[src/rtl/nitta_spi_pkg.sv]
// nitta_spi_pkg: shared helpers and state encoding for the NITTA<->SPI splitter and gatherer
package nitta_spi_pkg;
    typedef enum logic {LOAD, SEND} state_t;
    function automatic int ceil_div(input int a, input int b);
        return (a + b - 1) / b;
    endfunction
    function automatic int clog2_min1(input int n);
        return (n <= 2) ? 1 : $clog2(n);
    endfunction
endpackage

[src/rtl/nitta_to_spi_frame_splitter_if.sv]
// nitta_to_spi_frame_splitter_if: NITTA word load handshake plus SPI subframe side
interface nitta_to_spi_frame_splitter_if #(
    parameter int DATA_WIDTH     = 32,
    parameter int SPI_DATA_WIDTH = 8
);
    logic                      word_valid;
    logic [DATA_WIDTH-1:0]     word_in;
    logic                      word_ready;
    logic                      spi_ready;
    logic [SPI_DATA_WIDTH-1:0] to_spi;
    logic                      busy;
    logic                      frame_done;
    logic                      underrun;
    modport master (
        output word_valid, word_in, spi_ready,
        input  word_ready, to_spi, busy, frame_done, underrun
    );
    modport slave (
        input  word_valid, word_in, spi_ready,
        output word_ready, to_spi, busy, frame_done, underrun
    );
endinterface

[src/rtl/nitta_spi_ready_edge.sv]
// nitta_spi_ready_edge: rising-edge detector on spi_ready; a level already high at reset release is not an edge
module nitta_spi_ready_edge (
    input  logic clk,
    input  logic rst,
    input  logic i_spi_ready,
    output logic o_edge
);
    logic r_spi_ready_q;
    // Reset also preloads the current level, so the register is loaded identically in both cases
    always_ff @(posedge clk) begin
        r_spi_ready_q <= i_spi_ready;
    end
    assign o_edge = i_spi_ready && !r_spi_ready_q && !rst;
endmodule

[src/rtl/nitta_to_spi_frame_splitter.sv]
// nitta_to_spi_frame_splitter: buffers WORDS NITTA words and streams them as SPI_DATA_WIDTH subframes
module nitta_to_spi_frame_splitter
    import nitta_spi_pkg::*;
#(
    parameter int DATA_WIDTH     = 32,
    parameter int SPI_DATA_WIDTH = 8,
    parameter int WORDS          = 4,
    parameter bit MSB_FIRST      = 1'b1
) (
    input logic clk,
    input logic rst,
    nitta_to_spi_frame_splitter_if.slave bus
);
    localparam int SUBFRAMES = ceil_div(DATA_WIDTH, SPI_DATA_WIDTH);
    localparam int PAD_WIDTH = SUBFRAMES * SPI_DATA_WIDTH;
    localparam int WC_W      = clog2_min1(WORDS);
    localparam int SC_W      = clog2_min1(SUBFRAMES);
    localparam logic [WC_W-1:0] W_LAST = WC_W'(WORDS - 1);
    localparam logic [SC_W-1:0] S_LAST = SC_W'(SUBFRAMES - 1);

    state_t                    r_state, w_state_nxt;
    logic [WC_W-1:0]           r_word_cnt, w_word_nxt;
    logic [SC_W-1:0]           r_sub_cnt, w_sub_nxt, w_k;
    logic [DATA_WIDTH-1:0]     r_buf [WORDS];
    logic [DATA_WIDTH-1:0]     w_buf_nxt [WORDS];
    logic [PAD_WIDTH-1:0]      w_pad;
    logic [SPI_DATA_WIDTH-1:0] r_to_spi, w_sub;
    logic                      r_frame_done, r_underrun, w_done, w_under, w_edge;

    nitta_spi_ready_edge u_edge (
        .clk        (clk),
        .rst        (rst),
        .i_spi_ready(bus.spi_ready),
        .o_edge     (w_edge)
    );

    always_comb begin
        w_state_nxt = r_state;
        w_word_nxt  = r_word_cnt;
        w_sub_nxt   = r_sub_cnt;
        w_buf_nxt   = r_buf;
        w_done      = 1'b0;
        w_under     = 1'b0;
        if (r_state == LOAD) begin
            w_under = w_edge;
            if (bus.word_valid) begin
                w_buf_nxt[r_word_cnt] = bus.word_in;
                w_word_nxt  = (r_word_cnt == W_LAST) ? '0 : r_word_cnt + 1'b1;
                w_state_nxt = (r_word_cnt == W_LAST) ? SEND : LOAD;
            end
        end else if (w_edge) begin
            if (r_sub_cnt != S_LAST) begin
                w_sub_nxt = r_sub_cnt + 1'b1;
            end else if (r_word_cnt != W_LAST) begin
                w_sub_nxt  = '0;
                w_word_nxt = r_word_cnt + 1'b1;
            end else begin
                w_done      = 1'b1;
                w_sub_nxt   = '0;
                w_word_nxt  = '0;
                w_state_nxt = LOAD;
            end
        end
    end

    // to_spi is registered from next-state values so it tracks load and advance with one-cycle latency
    always_comb begin
        w_pad = '0;
        w_pad[DATA_WIDTH-1:0] = w_buf_nxt[w_word_nxt];
        w_k   = MSB_FIRST ? S_LAST - w_sub_nxt : w_sub_nxt;
        w_sub = w_pad[w_k*SPI_DATA_WIDTH +: SPI_DATA_WIDTH];
    end

    always_ff @(posedge clk) begin
        if (rst) begin
            r_state      <= LOAD;
            r_word_cnt   <= '0;
            r_sub_cnt    <= '0;
            r_buf        <= '{default: '0};
            r_to_spi     <= '0;
            r_frame_done <= 1'b0;
            r_underrun   <= 1'b0;
        end else begin
            r_state      <= w_state_nxt;
            r_word_cnt   <= w_word_nxt;
            r_sub_cnt    <= w_sub_nxt;
            r_buf        <= w_buf_nxt;
            r_to_spi     <= (w_state_nxt == SEND) ? w_sub : '0;
            r_frame_done <= w_done;
            r_underrun   <= w_under;
        end
    end

    assign bus.word_ready = (r_state == LOAD);
    assign bus.busy       = (r_state == SEND);
    assign bus.to_spi     = r_to_spi;
    assign bus.frame_done = r_frame_done;
    assign bus.underrun   = r_underrun;
endmodule

[src/flat_wrapper.sv]
// flat-port wrapper written by rule: the top's interface ports become plain ports
module nitta_to_spi_frame_splitter_flat import nitta_spi_pkg::*;
#(
    parameter int DATA_WIDTH     = 32,
    parameter int SPI_DATA_WIDTH = 8,
    parameter int WORDS          = 4,
    parameter bit MSB_FIRST      = 1'b1
)
  (clk, rst, bus_word_valid, bus_word_in, bus_spi_ready, bus_word_ready, bus_to_spi, bus_busy, bus_frame_done, bus_underrun);
  nitta_to_spi_frame_splitter_if #(.DATA_WIDTH(DATA_WIDTH), .SPI_DATA_WIDTH(SPI_DATA_WIDTH)) bus_i ();
  input logic clk;
  input logic rst;
  input wire logic [$bits(bus_i.word_valid)-1:0] bus_word_valid;
  input wire logic [$bits(bus_i.word_in)-1:0] bus_word_in;
  input wire logic [$bits(bus_i.spi_ready)-1:0] bus_spi_ready;
  output wire logic [$bits(bus_i.word_ready)-1:0] bus_word_ready;
  output wire logic [$bits(bus_i.to_spi)-1:0] bus_to_spi;
  output wire logic [$bits(bus_i.busy)-1:0] bus_busy;
  output wire logic [$bits(bus_i.frame_done)-1:0] bus_frame_done;
  output wire logic [$bits(bus_i.underrun)-1:0] bus_underrun;
  assign bus_i.word_valid = bus_word_valid;
  assign bus_i.word_in = bus_word_in;
  assign bus_i.spi_ready = bus_spi_ready;
  assign bus_word_ready = bus_i.word_ready;
  assign bus_to_spi = bus_i.to_spi;
  assign bus_busy = bus_i.busy;
  assign bus_frame_done = bus_i.frame_done;
  assign bus_underrun = bus_i.underrun;
  nitta_to_spi_frame_splitter #(.DATA_WIDTH(DATA_WIDTH), .SPI_DATA_WIDTH(SPI_DATA_WIDTH), .WORDS(WORDS), .MSB_FIRST(MSB_FIRST)) u_core (.clk(clk), .rst(rst), .bus(bus_i));
endmodule
[config.mk]
export PLATFORM = sky130hd
export DESIGN_NAME = nitta_to_spi_frame_splitter_flat
export DESIGN_NICKNAME = d
export VERILOG_FILES = /design/src/rtl/nitta_spi_pkg.sv /design/src/rtl/nitta_to_spi_frame_splitter_if.sv /design/src/rtl/nitta_spi_ready_edge.sv /design/src/rtl/nitta_to_spi_frame_splitter.sv /design/src/flat_wrapper.sv
export SDC_FILE = /design/constraint.sdc
export NUM_CORES = 1
export LEC_CHECK = 0
export BUFFER_PORTS_ARGS = -buffer_cell sky130_fd_sc_hd__buf_2
export CORE_MARGIN = 10
export CORE_UTILIZATION = 40
export DETAILED_ROUTE_END_ITERATION = 10
export GPL_ROUTABILITY_DRIVEN = 0
export PLACE_DENSITY = 0.6
export SYNTH_ARGS = -nofsm -noshare
export SYNTH_HDL_FRONTEND = slang
export SYNTH_SLANG_ARGS = --single-unit
[constraint.sdc]
create_clock -name clk -period 4.2 [get_ports clk]
set_input_delay 0.21 -clock clk [delete_from_list [all_inputs] [get_ports clk]]
set_output_delay 0.21 -clock clk [all_outputs]
set_load 0.01 [all_outputs]
# After elaboration in Yosys (flattened, before gate mapping)
# Cells that the tools add are included.
# classes
order_cmp	3
shift	1
addsub	3
n_bitwise	5
n_eq_ne	3
n_reduce_logical	8
n_mux	24
# ops
operator	count
two-way mux 128 bit	2
bitwise mux 128 bit	1
two-way mux 32 bit	3
binary-select mux 32 bit (select 2 bit)	1
demux 32 bit (select 2 bit)	1
indexed part select 32 x 6 -> 8 bit	1
two-way mux 2 bit	9
two-way mux 1 bit	7
>= comparator 3 bit, second input constant	2
inverter 2 -> 3 bit	2
adder 2 x 1 -> 2 bit, second input constant	2
!= test 2 bit, second input constant	2
OR reduction 2 bit	2
OR reduction 4 bit	1
logical AND 1 bit	3
< comparator 3 x 1 -> 1 bit, second input constant	1
inverter 1 bit	3
== test 2 bit, second input constant	1
logical NOT 1 bit	2
subtractor 2 bit, first input constant	1
# word_totals
register_bits	144

# Depth between registers and ports, before layout
# depth
word_depth	12
ltp_mapped	12

# Cells and area by module
# Synthesis repeated with hierarchy kept, for this count alone.
# hier_totals
cells_unflattened	946
hier_area_um2	6977.9
# by_module_without_submodules
mod	n_inst	seq_area_each_um2	area_each_um2	cells_per_inst
nitta_to_spi_frame_splitter	1	2862.7	6945.4	944
nitta_spi_ready_edge	1	20.0	32.5	2

# Worst setup path before layout
# OpenSTA, ideal clock, no wires.
# synth_path
kind	register -> register
from	register u_core.r_word_cnt[0]
to	register u_core.r_to_spi[5], in the netlist u_core.bus.to_spi[5]
path_buffers	1
setup_time_ns	0.075
slack_ns	1.689
synth_period_minus_slack_ns	2.511
t_arrival_ns	2.436
required_ns	4.125
path_stages_with_launch	11
path_cell_list	dfxtp_1 > buf_2 > inv_1 > ha_1 > and3b_1 > a21oi_2 > nand2_1 > o211ai_2 > a21oi_1 > or4_1 > o22ai_1
# synth_via
elab_chain_cells	12
elab_cells_between_ends	31
classes_between	1 x add/sub; 2 x order compare; 2 x eq/ne; 1 x shift; 20 x mux; 3 x bitwise; 2 x reduce/logical
# synth_lines
element	line_no	source
start, declared	nitta_to_spi_frame_splitter.sv:22	logic [WC_W-1:0] r_word_cnt, w_word_nxt;
start signal, assigned	nitta_to_spi_frame_splitter.sv:85	r_word_cnt <= w_word_nxt;
inverter 2 -> 3 bit (implied by the code)	nitta_to_spi_frame_splitter.sv:47	w_buf_nxt[r_word_cnt] = bus.word_in;
>= comparator 3 bit (implied by the code) / < comparator 3 x 1 -> 1 bit (equally long branches)	nitta_to_spi_frame_splitter.sv:47	
logical AND 1 bit (implied by the code)	nitta_to_spi_frame_splitter.sv:47	
two-way mux 32 bit (implied by the code)	nitta_to_spi_frame_splitter.sv:47	
demux 32 bit (select 2 bit)	nitta_to_spi_frame_splitter.sv:47	
bitwise mux 128 bit	nitta_to_spi_frame_splitter.sv:47	
two-way mux 128 bit	nitta_to_spi_frame_splitter.sv:46	if (bus.word_valid) begin
two-way mux 128 bit	nitta_to_spi_frame_splitter.sv:44	if (r_state == LOAD) begin
binary-select mux 32 bit (select 2 bit)	nitta_to_spi_frame_splitter.sv:69	w_pad[DATA_WIDTH-1:0] = w_buf_nxt[w_word_nxt];
two-way mux 32 bit (implied by the code) (2 in a row)	nitta_to_spi_frame_splitter.sv:69	
indexed part select 32 x 6 -> 8 bit	nitta_to_spi_frame_splitter.sv:71	w_sub = w_pad[w_k*SPI_DATA_WIDTH +: SPI_DATA_WIDTH];
end signal, assigned	nitta_to_spi_frame_splitter.sv:88	r_to_spi <= (w_state_nxt == SEND) ? w_sub : '0;
end, declared	nitta_to_spi_frame_splitter.sv:27	logic [SPI_DATA_WIDTH-1:0] r_to_spi, w_sub;
# Several ways; a longest one is shown, not always the timed one. The select of a mux whose other input is x is not followed.
# A chain may end at the register's enable or synchronous reset.

# Worst setup path in the final report
# Ends and elaborated chain as after synthesis.

==> results.tsv <==
stage	metric	value	unit
status	status	finished clean	
sta	finalCritPeriodShare	0.7542	
power_and_ir_drop	power.combinational.fraction	0.133	
placement	dp_hpwl	12930	µm
clocking	clk_pin_slew	0.06	ns
synth	yosys_warnings	0	
clocking	cts_buffer_depth	2	
sta	setup_ws	1.032	ns
sta	rsz0062_at_grt	false	
power_and_ir_drop	power.internal	2.672	mW
synth	synth_top_cells_by_area	dfxtp_1 (43%), mux2i_1 (15%), nor2_1 (7.2%)	
global_route	grtUsageTotal	0.1808	
sta	slew_headroom	0.3482	
synth	netlist.area_leader.share	0.4256	
detailed_routing	drt_pass1_iterations	5	
sta	fmax	315.7	MHz
clocking	holdBufCountCts	1	
synth	syn-instance-count	778	
critical_path	arrival	3.53	ns
synth	synthFlopType	dfxtp_1	
sta	clock_skew	0.007117	ns
detailed_routing	vias_per_cell	5.665	
critical_path	worstSetupPathType	reg2reg	
layout	antenna_cells	0	
sta	tns	0	ns
clocking	cts_buffers	17	
layout	drive_gt1_frac	0.1476	
synth	synth_fp_nets	819	
synth	ys_seq_elements	144	
detailed_routing	drc	0	
placement	dp_slack	1.115	ns
synth	syn-cell-area	6773	µm²
hold_path	hp-class	in2reg	
layout	area_delta_synth_final	15.30	%
clocking	htree_levels	4	
global_route	antenna_found_initial	0	
power_and_ir_drop	power.share.clock	0.470	
global_route	grt_max_degree	71	
power_and_ir_drop	power_density	462.6	nW/µm²
power_and_ir_drop	p_leak	3.602	nW
detailed_routing	wire_per_inst	19.46	µm
die	pin_count	48	
global_route	grt_pass1_wl	32200	µm
critical_path	cpMostUsedCell	buf_4	
detailed_routing	drt_first_iter_violations	466	
detailed_routing	ant_nets	0	
clocking	cts.sinks	144	
clocking	ctsResizeCount	0	
placement	dpl_cell_area	7137	µm²
layout	fin_area	7809	µm²
placement	dp_cells	1000	
synth	ys_seq_area_frac	0.4256	
layout	nets	841	
global_route	grt_overflow_total	0	
clocking	worstSkewPairLatency	0.43	ns
synth	synth-async-reset-ratio	0	
die	fp-row-count	47	
critical_path	slowest_stage	dfxtp_1	
sta	final_max_slew_viol_count	0	
clocking	cts_setup_buffers	0	
critical_path	crit_path_cell_trace	inv_1 -> ha_1 -> and3b_1 -> a21o_1 -> buf_4 -> nor2_1 -> buf_4 -> a22oi_1 -> a21oi_1 -> or4_1 -> o22ai_1	
layout	fillers	1672	
sta	worst_pin_slew	0.9777	ns
detailed_routing	routed-via-count	5852	
synth	synth_edf_count	0	
detailed_routing	wl	20100	µm
placement	io_buffers	47	
critical_path	cpPeakStageDelay	0.57	ns
die	placeableCoreArea	16580	µm²
layout	final_core_util	0.4709	
critical_path	path_max_fanout	22	
die	dieArea	22540	µm²
layout	final_cells	1033	
clocking	cts_tree	built	
power_and_ir_drop	switching_share	0.2602	
power_and_ir_drop	p_seq_frac	0.397	
die	fp.dieW	150.1	µm
synth	avgSynthCellArea	8.705	µm²
power_and_ir_drop	p_sw	0.9399	mW
clocking	cts_root_buf	clkbuf_16	
sta	hold_viol_final	0	
critical_path	critPathLaunchType	register	
sta	setup_viol	0	
sta	layout_min_cycle_time	3.168	ns
critical_path	cp-end-kind	register	
power_and_ir_drop	irDropWorstVdd	0.2953	mV
critical_path	required	4.56	ns
synth	ys_types	65	
die	die_h	150.1	µm
die	initial_utilization	0.4084	
synth	synth_area_leader_cell	dfxtp_1	
job	drv_cap	0	
global_route	first_global_vias	5732	
cells in the mapped netlist (4+ instances only):
library cell,number
and2_1,5
a21oi_1,44
o221ai_1,7
a2bb2oi_1,4
ha_1,5
o21bai_1,4
a22o_1,4
inv_1,5
o21ai_0,54
nand2_1,89
o22ai_1,8
nor2_1,130
a22oi_1,11
a221oi_1,4
nor2b_1,6
a211oi_1,12
o211ai_1,4
a222oi_1,8
dfxtp_1,144
nand3b_1,4
buf_4,6
mux2i_1,100
clkbuf_1,35
mux2_2,9
buf_2,18
critical path: cells and delay by family (launching register included):
| family | cells | cell delay [ns] |
|---|---|---|
| AND/OR/NAND/NOR | 3 | 0.80 |
| buffers and inverters | 3 | 0.68 |
| adder cells (fa/ha/maj) | 1 | 0.43 |
| AO/OA/AOI/OAI | 4 | 0.60 |
| flip-flops | 1 | 0.57 |
stage by stage:
| stage | hold slack, ns | power (mW) |
|---|---|---|
| CTS | 0.04933 | 3.627 |
| detailed placement | 0.3928 | 1.934 |
| finish | 0.06042 | 3.612 |
| floorplan | 0.2377 | 1.785 |
| global placement | 0.4012 | 1.932 |
| global route | 0.05982 | 3.744 |
registers in the layout (all words and copies together), names as in the netlist:
register,flops
u_core.r_buf,128
u_core.bus.to_spi,8
u_core.r_sub_cnt,2
u_core.r_word_cnt,2
u_core.bus.busy,1
u_core.bus.frame_done,1
u_core.bus.underrun,1
u_core.u_edge.r_spi_ready_q,1
layout by cell type, fill, tap and decap left out, drive strengths merged, types with 6 or more instances in the layout:
cell	count
o211ai	6
inv	7
nor2	132
dfxtp	144
o21ai	55
a222oi	8
buf	63
mux2	9
and2	6
nand2	89
o221ai	7
a22oi	11
a211oi	13
o22ai	8
a21oi	46
mux2i	100
nor2b	7
clkbuf	20
layer usage:
metal,vias up,global-route usage,part of all wire
met4,0,0.05928,0.016
met5,-,0,0
met1,2844,0.2447,0.48
met3,26,0.04412,0.059
li1,2802,-,-
met2,180,0.2764,0.44
layout make-up:
class / instances / area [µm²] / area share
multi-input combinational: 568 / 3590 / 0.4597
sequential: 144 / 2883 / 0.3692
clock inverter: 12 / 205.2 / 0.02628
tap: 220 / 275.3 / 0.03525
inverter: 5 / 18.77 / 0.002403
timing repair buffer: 64 / 380.4 / 0.04871
clock buffer: 20 / 456.7 / 0.05848
power groups by stage:
stage	Combinational, mW	Sequential (mW)	Clock, mW
floorplan	0.330	1.45	0
global placement	0.470	1.46	0
detailed placement	0.471	1.46	0
CTS	0.476	1.43	1.72
global route	0.526	1.44	1.78
finish	0.479	1.43	1.70
worst paths after layout:
check	startpoint	end	slack [ns]	cells after the start
hold reg to reg	u_core.r_buf[74]$_SDFF_PP0_	u_core.r_buf[74]$_SDFF_PP0_	0.46	2
hold / removal	bus_word_in[3]	u_core.r_buf[67]$_SDFF_PP0_	0.06	3
setup / recovery	u_core.r_word_cnt[0]$_SDFF_PP0_	u_core.bus.to_spi[5]$_SDFF_PP0_	1.03	11
setup reg to reg	u_core.r_word_cnt[0]$_SDFF_PP0_	u_core.bus.to_spi[5]$_SDFF_PP0_	1.03	11
cells by family after synthesis:
kind of cell    Yosys count  share of synthesized area
mux                     109                     0.1628
fa+ha+maj                 5                   0.009237
compound gates          192                     0.1905
flops                   144                     0.4256
simple gates            262                     0.1676
buf+inv                  66                    0.04434
Note: power is estimated with default switching activity, not from simulation.
